<file path="config.mk">
export PLATFORM = sky130hd
export DESIGN_NAME = mem_arbiter_flat
export DESIGN_NICKNAME = d
export VERILOG_FILES = /design/src/rtl/mem_arbiter_if.sv /design/src/rtl/mem_arbiter.sv /design/src/flat_wrapper.sv
export SDC_FILE = /design/constraint.sdc
export NUM_CORES = 1
export LEC_CHECK = 0
export BUFFER_PORTS_ARGS = -buffer_cell sky130_fd_sc_hd__buf_2
export CORE_AREA = 3 3 173 175
export CTS_CLUSTER_DIAMETER = 150
export DETAILED_ROUTE_END_ITERATION = 16
export DIE_AREA = 0 0 176 178
export GPL_TIMING_DRIVEN = 0
export HOLD_SLACK_MARGIN = 0.06
export SYNTH_ARGS = -nofsm -noshare
export SYNTH_HDL_FRONTEND = slang
export SYNTH_SLANG_ARGS = --single-unit
</file>
<file path="constraint.sdc">
create_clock -name clk -period 2.4 [get_ports clk]
set_input_delay 0.48 -clock clk [delete_from_list [all_inputs] [get_ports clk]]
set_output_delay 0.48 -clock clk [all_outputs]
set_load 0.01 [all_outputs]
</file>
<file path="src/rtl/mem_arbiter_if.sv">
// Bundle of the icache, dcache and external-memory signals seen by mem_arbiter.
// slave = arbiter view, master = the caches and memory driving it.
interface mem_arbiter_if #(
  parameter int ADDR_W = 32,
  parameter int DATA_W = 64
);
  // Handshake: a cache holds req and operands stable until its one-cycle ack;
  // rdata is valid in the ack cycle. Memory answers a strobe with m_ready
  // (and m_rdata for reads), which only counts while the arbiter is waiting.
  logic              i_req;
  logic [ADDR_W-1:0] i_addr;
  logic [DATA_W-1:0] i_rdata;
  logic              i_ack;
  logic              d_req;
  logic [7:0]        d_we;
  logic [ADDR_W-1:0] d_addr;
  logic [DATA_W-1:0] d_wdata;
  logic [DATA_W-1:0] d_rdata;
  logic              d_ack;
  logic [ADDR_W-1:0] m_addr;
  logic [DATA_W-1:0] m_wdata;
  logic              m_rden;
  logic [7:0]        m_wren;
  logic [DATA_W-1:0] m_rdata;
  logic              m_ready;
  logic              busy;
  logic              timeout_err;

  modport slave (
    input  i_req, i_addr, d_req, d_we, d_addr, d_wdata, m_rdata, m_ready,
    output i_rdata, i_ack, d_rdata, d_ack, m_addr, m_wdata, m_rden, m_wren,
           busy, timeout_err
  );

  modport master (
    output i_req, i_addr, d_req, d_we, d_addr, d_wdata, m_rdata, m_ready,
    input  i_rdata, i_ack, d_rdata, d_ack, m_addr, m_wdata, m_rden, m_wren,
           busy, timeout_err
  );
endinterface

</file>
<file path="src/rtl/mem_arbiter.sv">
// Round-robin arbiter giving the icache and dcache turns on one memory port,
// with a watchdog on the memory response. All outputs are registered.
module mem_arbiter #(
  parameter int ADDR_W  = 32,
  parameter int DATA_W  = 64,
  parameter int TIMEOUT = 255
) (
  input  logic         clk,
  input  logic         rst,
  mem_arbiter_if.slave bus,
  output logic [1:0]   o_dbg_state
);
  typedef enum logic [1:0] {S_IDLE, S_ISSUE, S_WAIT, S_RESP} state_t;

  state_t            r_state, w_nxt;
  logic              r_last_d;   // 1 = dcache held the last grant
  logic              r_owner_d;
  logic [7:0]        r_we;
  logic [7:0]        r_cnt;
  logic [ADDR_W-1:0] r_m_addr;
  logic [DATA_W-1:0] r_m_wdata;
  logic              r_m_rden;
  logic [7:0]        r_m_wren;
  logic [DATA_W-1:0] r_i_rdata, r_d_rdata;
  logic              r_i_ack, r_d_ack;
  logic              r_busy, r_timeout_err;
  logic              w_gnt_d, w_gnt_i, w_tmo;
  logic [DATA_W-1:0] w_cap;

  always_comb begin
    w_nxt   = r_state;
    w_gnt_d = 1'b0;
    w_gnt_i = 1'b0;
    w_tmo   = 1'b0;
    case (r_state)
      S_IDLE: begin
        w_gnt_d = bus.d_req && (!bus.i_req || !r_last_d);
        w_gnt_i = bus.i_req && !w_gnt_d;
        if (w_gnt_d || w_gnt_i) w_nxt = S_ISSUE;
      end
      S_ISSUE: w_nxt = S_WAIT;
      S_WAIT: begin
        w_tmo = !bus.m_ready && (r_cnt == 8'(TIMEOUT));
        if (bus.m_ready || w_tmo) w_nxt = S_RESP;
      end
      S_RESP:  w_nxt = S_IDLE;
      default: w_nxt = S_IDLE;
    endcase
  end

  // Writes and watchdog expiries hand the owner zero instead of bus data.
  assign w_cap = (bus.m_ready && r_we == 8'h00) ? bus.m_rdata : '0;

  always_ff @(posedge clk) begin
    if (rst) begin
      r_state       <= S_IDLE;
      r_last_d      <= 1'b0;
      r_owner_d     <= 1'b0;
      r_we          <= '0;
      r_cnt         <= '0;
      r_m_addr      <= '0;
      r_m_wdata     <= '0;
      r_m_rden      <= 1'b0;
      r_m_wren      <= '0;
      r_i_rdata     <= '0;
      r_d_rdata     <= '0;
      r_i_ack       <= 1'b0;
      r_d_ack       <= 1'b0;
      r_busy        <= 1'b0;
      r_timeout_err <= 1'b0;
    end else begin
      r_state  <= w_nxt;
      r_busy   <= (w_nxt != S_IDLE);
      r_m_rden <= 1'b0;
      r_m_wren <= '0;
      r_i_ack  <= 1'b0;
      r_d_ack  <= 1'b0;
      case (r_state)
        S_IDLE: begin
          if (w_gnt_d || w_gnt_i) begin
            r_owner_d <= w_gnt_d;
            r_last_d  <= w_gnt_d;
            r_we      <= w_gnt_d ? bus.d_we : 8'h00;
            r_m_addr  <= w_gnt_d ? bus.d_addr : bus.i_addr;
            r_m_wdata <= w_gnt_d ? bus.d_wdata : '0;
            r_m_rden  <= w_gnt_i || (bus.d_we == 8'h00);
            r_m_wren  <= w_gnt_d ? bus.d_we : 8'h00;
          end
        end
        S_ISSUE: r_cnt <= '0;
        S_WAIT: begin
          if (bus.m_ready || w_tmo) begin
            if (r_owner_d) begin
              r_d_rdata <= w_cap;
              r_d_ack   <= 1'b1;
            end else begin
              r_i_rdata <= w_cap;
              r_i_ack   <= 1'b1;
            end
            if (w_tmo) r_timeout_err <= 1'b1;
          end else begin
            r_cnt <= r_cnt + 8'd1;
          end
        end
        default: ;
      endcase
    end
  end

  assign bus.m_addr      = r_m_addr;
  assign bus.m_wdata     = r_m_wdata;
  assign bus.m_rden      = r_m_rden;
  assign bus.m_wren      = r_m_wren;
  assign bus.i_rdata     = r_i_rdata;
  assign bus.d_rdata     = r_d_rdata;
  assign bus.i_ack       = r_i_ack;
  assign bus.d_ack       = r_d_ack;
  assign bus.busy        = r_busy;
  assign bus.timeout_err = r_timeout_err;
  assign o_dbg_state     = r_state;
endmodule

</file>
<file path="src/flat_wrapper.sv">
// flat-port wrapper written by rule: the top's interface ports become plain ports
module mem_arbiter_flat 
#(
  parameter int ADDR_W  = 32,
  parameter int DATA_W  = 64,
  parameter int TIMEOUT = 255
)
  (clk, rst, o_dbg_state, bus_i_req, bus_i_addr, bus_d_req, bus_d_we, bus_d_addr, bus_d_wdata, bus_m_rdata, bus_m_ready, bus_i_rdata, bus_i_ack, bus_d_rdata, bus_d_ack, bus_m_addr, bus_m_wdata, bus_m_rden, bus_m_wren, bus_busy, bus_timeout_err);
  mem_arbiter_if #(.ADDR_W(ADDR_W), .DATA_W(DATA_W)) bus_i ();
  input  logic clk;
  input  logic rst;
  output logic [1:0] o_dbg_state;
  input wire logic [$bits(bus_i.i_req)-1:0] bus_i_req;
  input wire logic [$bits(bus_i.i_addr)-1:0] bus_i_addr;
  input wire logic [$bits(bus_i.d_req)-1:0] bus_d_req;
  input wire logic [$bits(bus_i.d_we)-1:0] bus_d_we;
  input wire logic [$bits(bus_i.d_addr)-1:0] bus_d_addr;
  input wire logic [$bits(bus_i.d_wdata)-1:0] bus_d_wdata;
  input wire logic [$bits(bus_i.m_rdata)-1:0] bus_m_rdata;
  input wire logic [$bits(bus_i.m_ready)-1:0] bus_m_ready;
  output wire logic [$bits(bus_i.i_rdata)-1:0] bus_i_rdata;
  output wire logic [$bits(bus_i.i_ack)-1:0] bus_i_ack;
  output wire logic [$bits(bus_i.d_rdata)-1:0] bus_d_rdata;
  output wire logic [$bits(bus_i.d_ack)-1:0] bus_d_ack;
  output wire logic [$bits(bus_i.m_addr)-1:0] bus_m_addr;
  output wire logic [$bits(bus_i.m_wdata)-1:0] bus_m_wdata;
  output wire logic [$bits(bus_i.m_rden)-1:0] bus_m_rden;
  output wire logic [$bits(bus_i.m_wren)-1:0] bus_m_wren;
  output wire logic [$bits(bus_i.busy)-1:0] bus_busy;
  output wire logic [$bits(bus_i.timeout_err)-1:0] bus_timeout_err;
  assign bus_i.i_req = bus_i_req;
  assign bus_i.i_addr = bus_i_addr;
  assign bus_i.d_req = bus_d_req;
  assign bus_i.d_we = bus_d_we;
  assign bus_i.d_addr = bus_d_addr;
  assign bus_i.d_wdata = bus_d_wdata;
  assign bus_i.m_rdata = bus_m_rdata;
  assign bus_i.m_ready = bus_m_ready;
  assign bus_i_rdata = bus_i.i_rdata;
  assign bus_i_ack = bus_i.i_ack;
  assign bus_d_rdata = bus_i.d_rdata;
  assign bus_d_ack = bus_i.d_ack;
  assign bus_m_addr = bus_i.m_addr;
  assign bus_m_wdata = bus_i.m_wdata;
  assign bus_m_rden = bus_i.m_rden;
  assign bus_m_wren = bus_i.m_wren;
  assign bus_busy = bus_i.busy;
  assign bus_timeout_err = bus_i.timeout_err;
  mem_arbiter #(.ADDR_W(ADDR_W), .DATA_W(DATA_W), .TIMEOUT(TIMEOUT)) u_core (.clk(clk), .rst(rst), .bus(bus_i), .o_dbg_state(o_dbg_state));
endmodule
</file>
==> Word-level counts from Yosys, hierarchy flattened <==
Index checks and enable logic that the tools add are counted.
{ "classes": {"n_addsub": 1, "n_mux": 14, "bitwise": 5, "n_reduce_logical": 26, "n_eq_ne": 5} }
{ "op_table": {"columns": ["op", "count"], "rows": [
  ["64-bit two-way mux", 2],
  ["32-bit two-way mux", 1],
  ["8-bit zero test", 2],
  ["8-bit two-way mux", 2],
  ["8-bit case mux with 2 select lines", 1],
  ["3-bit AND reduction", 3],
  ["8-bit by 1-bit adder with 8-bit output (second input constant)", 1],
  ["8-bit == test (second input constant)", 1],
  ["2-bit case mux with 4 select lines", 1],
  ["1-bit logical OR", 6],
  ["3-bit OR reduction", 2],
  ["1-bit two-way mux", 5],
  ["1-bit inverter", 5],
  ["2-bit == test (second input constant)", 2],
  ["1-bit logical AND", 4],
  ["1-bit zero test", 4],
  ["2-bit two-way mux", 2],
  ["2-bit AND reduction", 2],
  ["2-bit nonzero test", 2],
  ["2-bit by 1-bit == test with 1-bit output (second input constant)", 1],
  ["2-bit zero test", 1],
  ["2-bit inequality test (second input constant)", 1]
]} }
{ "word_totals": {"word_cells": 65, "out_inout_bits": 239, "inputBits": 205, "register_bits": 256} }

==> Longest topological paths before layout <==
{ "logic_depth": {"ltp_word": 9, "depth_mapped": 8, "ltp_nobuf": 6} }

==> Worst setup path after synthesis <==
No wires, ideal clock.
{ "synth_timing": {"path_kind": "register -> register", "start": "register u_core.r_state[0], in the netlist u_core.o_dbg_state[0]", "end": "register u_core.r_m_wdata[10], in the netlist u_core.bus.m_wdata[10]", "synth_period_minus_slack_ns": 1.750, "t_required_ns": 2.340, "setup_time_ns": 0.060, "stages_incl_launch_ff": 8, "path_buffers": 2, "slack_ns": 0.650, "t_arrival_ns": 1.690, "cell_sequence": "dfxtp_1 inv_1 ha_1 o21ai_1 nor2b_1 clkbuf_2 buf_1 a22o_1"} }
{ "synth_between": {"elab_chain_cells": 4, "word_cells_on_any_way": 6, "cone_classes": "3 x mux; 3 x reduce/logical"} }
{ "synth_lines": {"columns": ["item", "line_no", "rtl"], "rows": [
  ["start: declaration", "mem_arbiter.sv:15", "state_t r_state, w_nxt;"],
  ["start signal: assignment", "mem_arbiter.sv:72", "r_state <= w_nxt;"],
  ["2-bit zero test (*)", "mem_arbiter.sv:35, mem_arbiter.sv:78", null],
  ["1-bit two-way mux", "mem_arbiter.sv:35", "case (r_state)"],
  ["1-bit logical OR", "mem_arbiter.sv:80", "if (w_gnt_d || w_gnt_i) begin"],
  ["2-bit AND reduction (no line)", null, null],
  ["end signal: assignment", "mem_arbiter.sv:85", "r_m_wdata <= w_gnt_d ? bus.d_wdata : '0;"],
  ["end: declaration", "mem_arbiter.sv:21", "logic [DATA_W-1:0] r_m_wdata;"]
]} }
Every way passes the cells marked *; elsewhere a longest branch is shown, timed or not.
A chain may end at the register's enable or synchronous reset.

==> Worst setup path in the final report <==
{ "layout_timing": {"start": "register u_core.r_state[0], in the netlist u_core.o_dbg_state[0]", "end": "register u_core.r_m_wdata[43], in the netlist u_core.bus.m_wdata[43]"} }
The elaborated chain is that of the path after synthesis.

==> impl_metrics.py <==
metrics = {
    "status": {
        "status": "completed",
    },
    "worst_hold_path": {
        "hp-class": "in2reg",
        "worstHoldStart": "bus_d_wdata[10]",
        "min_path_cells": 2,
        "min_to": "u_core.bus.m_wdata[10]",
    },
    "yosys": {
        "synth_top_cell_by_area": "dfxtp_1",
        "yosysSeqAreaShare_pct": 60.9,
        "synthTopCellsByCount": "dfxtp_1 (256), a22o_1 (200), nor2_1 (38), a222oi_1 (32), buf_6 (24)",
        "synth_edf_count": 0,
        "synth_area_leaders": "dfxtp_1 (61%), a22o_1 (21%), a222oi_1 (3.8%)",
        "yosysTopAreaCellShare_pct": 60.9,
        "synth_most_common_cell": "dfxtp_1",
        "ys_seq_elements": 256,
        "yosys_warnings": 0,
        "avgSynthCellArea_sq_um": 12.6,
        "syn-cell-area_sq_um": 8410,
        "synth_cells": 670,
        "syn_nets": 880,
        "ys_async_sr_fraction_pct": 0,
        "ys.flop_type": "dfxtp_1",
        "yosysUniqueCellTypes": 45,
    },
    "route": {
        "dr_total_vias": 7571,
        "wl_per_cell_um": 19.2,
        "ant_nets": 0,
        "routed_via_density": 4.90,
        "drc_errors": 0,
        "drt_wl_total_mm": 29.6,
        "drt_iter0_markers": 446,
        "drt-pass1-iter-count": 8,
    },
    "die": {
        "io_pins": 444,
        "die_h_um": 178,
        "die_area_sq_um": 31300,
        "die_w_um": 176,
        "fp-row-count": 62,
        "start_util_pct": 29.4,
        "core-area_sq_um": 28600,
    },
    "worst_setup_path": {
        "crit_type": "reg2reg",
        "cp-start-kind": "flip-flop",
        "critPathRequiredTime_ns": 2.87,
        "critPathCaptureType": "flip-flop",
        "arrival_ns": 2.77,
        "reg2regPathDepth": 7,
        "regToRegSetupSlack_ns": 0.1,
        "timing.rr.end": "u_core.bus.m_wdata[43]",
        "rr_startpoint": "u_core.o_dbg_state[0]",
        "cp_max_fo": 10,
    },
    "timing": {
        "skew_ns": 0.00738,
        "tns_ns": 0,
        "max_slew_margin_pct": 59.5,
        "hold_viol_final": 0,
        "finalWorstSetupSlack_ns": 0.0964,
        "worst_pin_slew_ns": 0.604,
        "setup_viol": 0,
        "clock.fmax_ghz": 0.434,
        "post-route-min-period_ns": 2.30,
        "slew_violations": 0,
        "rsz0062_at_grt": "yes",
        "period_share_pct": 96.0,
    },
    "grt": {
        "grt_max_degree": 14,
        "grtUsageTotal_pct": 17.7,
        "grt_pass1_wl_mm": 43.8,
        "first_global_vias": 7310,
        "antenna_found_initial": 7,
        "overflow": 0,
    },
    "clock_network": {
        "cts-root-buf": "clkbuf_16",
        "numCtsBuffers": 27,
        "clock_path_buffers": 3,
        "ctsHoldBuffers": 0,
        "post_cts_buffers": 0,
        "clock-sinks": 256,
        "clkTransAtPathRegs_ns": 0.06,
        "tritoncts": "yes",
        "h-tree-depth": 1,
        "clk_latency_ns": 0.53,
    },
    "placed_design": {
        "portBuffers": 443,
        "placed_area_sq_um": 11100,
        "place_worst_setup_slack_ns": -0.0392,
        "hpwl_mm": 22.5,
        "place.gp.congestion": 0.783,
    },
    "power_and_ir_drop": {
        "power_frac_comb_pct": 23.3,
        "leakagePower_nw": 5.88,
        "p_clk_share_pct": 34.7,
        "p_int_w": 0.00845,
        "peakVddDrop_mv": 0.519,
        "switching_share_pct": 30.1,
        "p_sw_w": 0.00364,
        "p_seq_share_pct": 42.0,
        "p_per_area_nw_per_um2": 1010,
    },
    "layout": {
        "final_cell_area_sq_um": 12000,
        "syn2layout_area_growth_pct": 42.8,
        "drive_gt1_share_pct": 46.4,
        "num-nets-final": 1352,
    },
    "job": {
        "drv_cap": 0,
    },
}
[cells by family (layout without fill, tap and decap cells)]
kind of cell               Yosys count  in the layout  synth area share (%)
DFF                                256            256                  60.9
muxes                                1              1                 0.134
adders and majority gates            5              5                 0.744
other                                0              1                     0
AOI/OAI and AO/OA                  262            262                  27.6
buffers and inverters               62            552                  5.30
xor gates and xnor gates             1              1                 0.104
and+or+nand+nor                     83             83                  5.24
[final cells by class]
cell class	count	area, sq um
diodes	1	2.50
plain buffers	57	428
clock buffers	38	787
clock inverters	9	105
fillers	2809	16600
inverters	5	18.8
multi-input cells	352	2840
flip-flops and latches	256	5120
well taps	384	480
repair buffers	443	2220
[worst max-delay path, cell delays in order (launching register included)]
cell and delay [ns]:
dfxtp_1 0.40, inv_1 0.10, ha_1 0.26, o21ai_1 0.35, nor2b_1 0.20, clkbuf_2 0.25
buf_1 0.46, a22o_1 0.21
[routing by layer]
| layer | vias up | track usage [%] | share of wire [%] |
|---|---|---|---|
| met3 | 51 | 5.02 | 8.5 |
| li1 | 3553 | - | - |
| met4 | 12 | 4.59 | 2.6 |
| met5 | - | 0 | 0.20 |
| met1 | 3593 | 20.4 | 39 |
| met2 | 362 | 32.0 | 49 |
[timing repair]
action	4_1_cts	5_1_grt
pin swaps	0	0
resized for setup	1	1
setup endpoints to repair	6	48
[stage by stage]
stage	util, %	total power, W	std cells	hold WS, ns
6_report	41.9	0.0121	1545	0.161
2_1_floorplan	-	0.00676	670	0.443
3_5_place_dp	38.8	0.00799	1497	0.449
3_3_place_gp	38.8	0.00798	1497	0.452
5_1_grt	41.9	0.0127	1545	0.143
4_1_cts	41.9	0.0122	1544	0.136
[power by group through the flow]
stage / clock, W / combinational (W) / sequential (W)
2_1_floorplan: 0 / 0.00139 / 0.00537
3_3_place_gp: 0 / 0.00283 / 0.00515
3_5_place_dp: 0 / 0.00285 / 0.00515
4_1_cts: 0.00430 / 0.00285 / 0.00507
5_1_grt: 0.00445 / 0.00307 / 0.00514
6_report: 0.00420 / 0.00281 / 0.00508
[how the worst max path moves through the flow]
stage / from / end / slack [ns]
floorplan: u_core.o_dbg_state[0] / u_core.bus.m_wdata[10] / 0.65
finish: u_core.o_dbg_state[0] / u_core.bus.m_wdata[43] / 0.1
detailed placement: bus_d_req / u_core.r_we[1] / -0.04
global route: u_core.o_dbg_state[0] / u_core.bus.m_wdata[50] / -0.08
global placement: bus_d_req / u_core.bus.m_wdata[2] / 0.00009
CTS: u_core.o_dbg_state[0] / u_core.bus.m_wdata[62] / 0.08
[cells in the final DEF, fill, tap and decap left out, types with 5 or more instances in the layout]
master and instances:
a21oi_1 7, a222oi_1 32, a22o_1 200, and2_1 8, buf_2 456, buf_6 24, clkbuf_1 16, clkbuf_16 27
clkbuf_8 7, dfxtp_1 256, ha_1 5, inv_1 5, nand2_1 6, nor2_1 38, nor2b_1 5
[sequential cells by signal, summed over array words and instances (netlist names)]
signal and cells:
u_core.bus.busy 1, u_core.bus.d_ack 1, u_core.bus.d_rdata 64, u_core.bus.i_ack 1, u_core.bus.i_rdata 64, u_core.bus.m_addr 32
u_core.bus.m_rden 1, u_core.bus.m_wdata 64, u_core.bus.m_wren 8, u_core.bus.timeout_err 1, u_core.o_dbg_state 2, u_core.r_cnt 8
u_core.r_last_d 1, u_core.r_we 8
No activity file was read; power rests on OpenSTA's default activity.
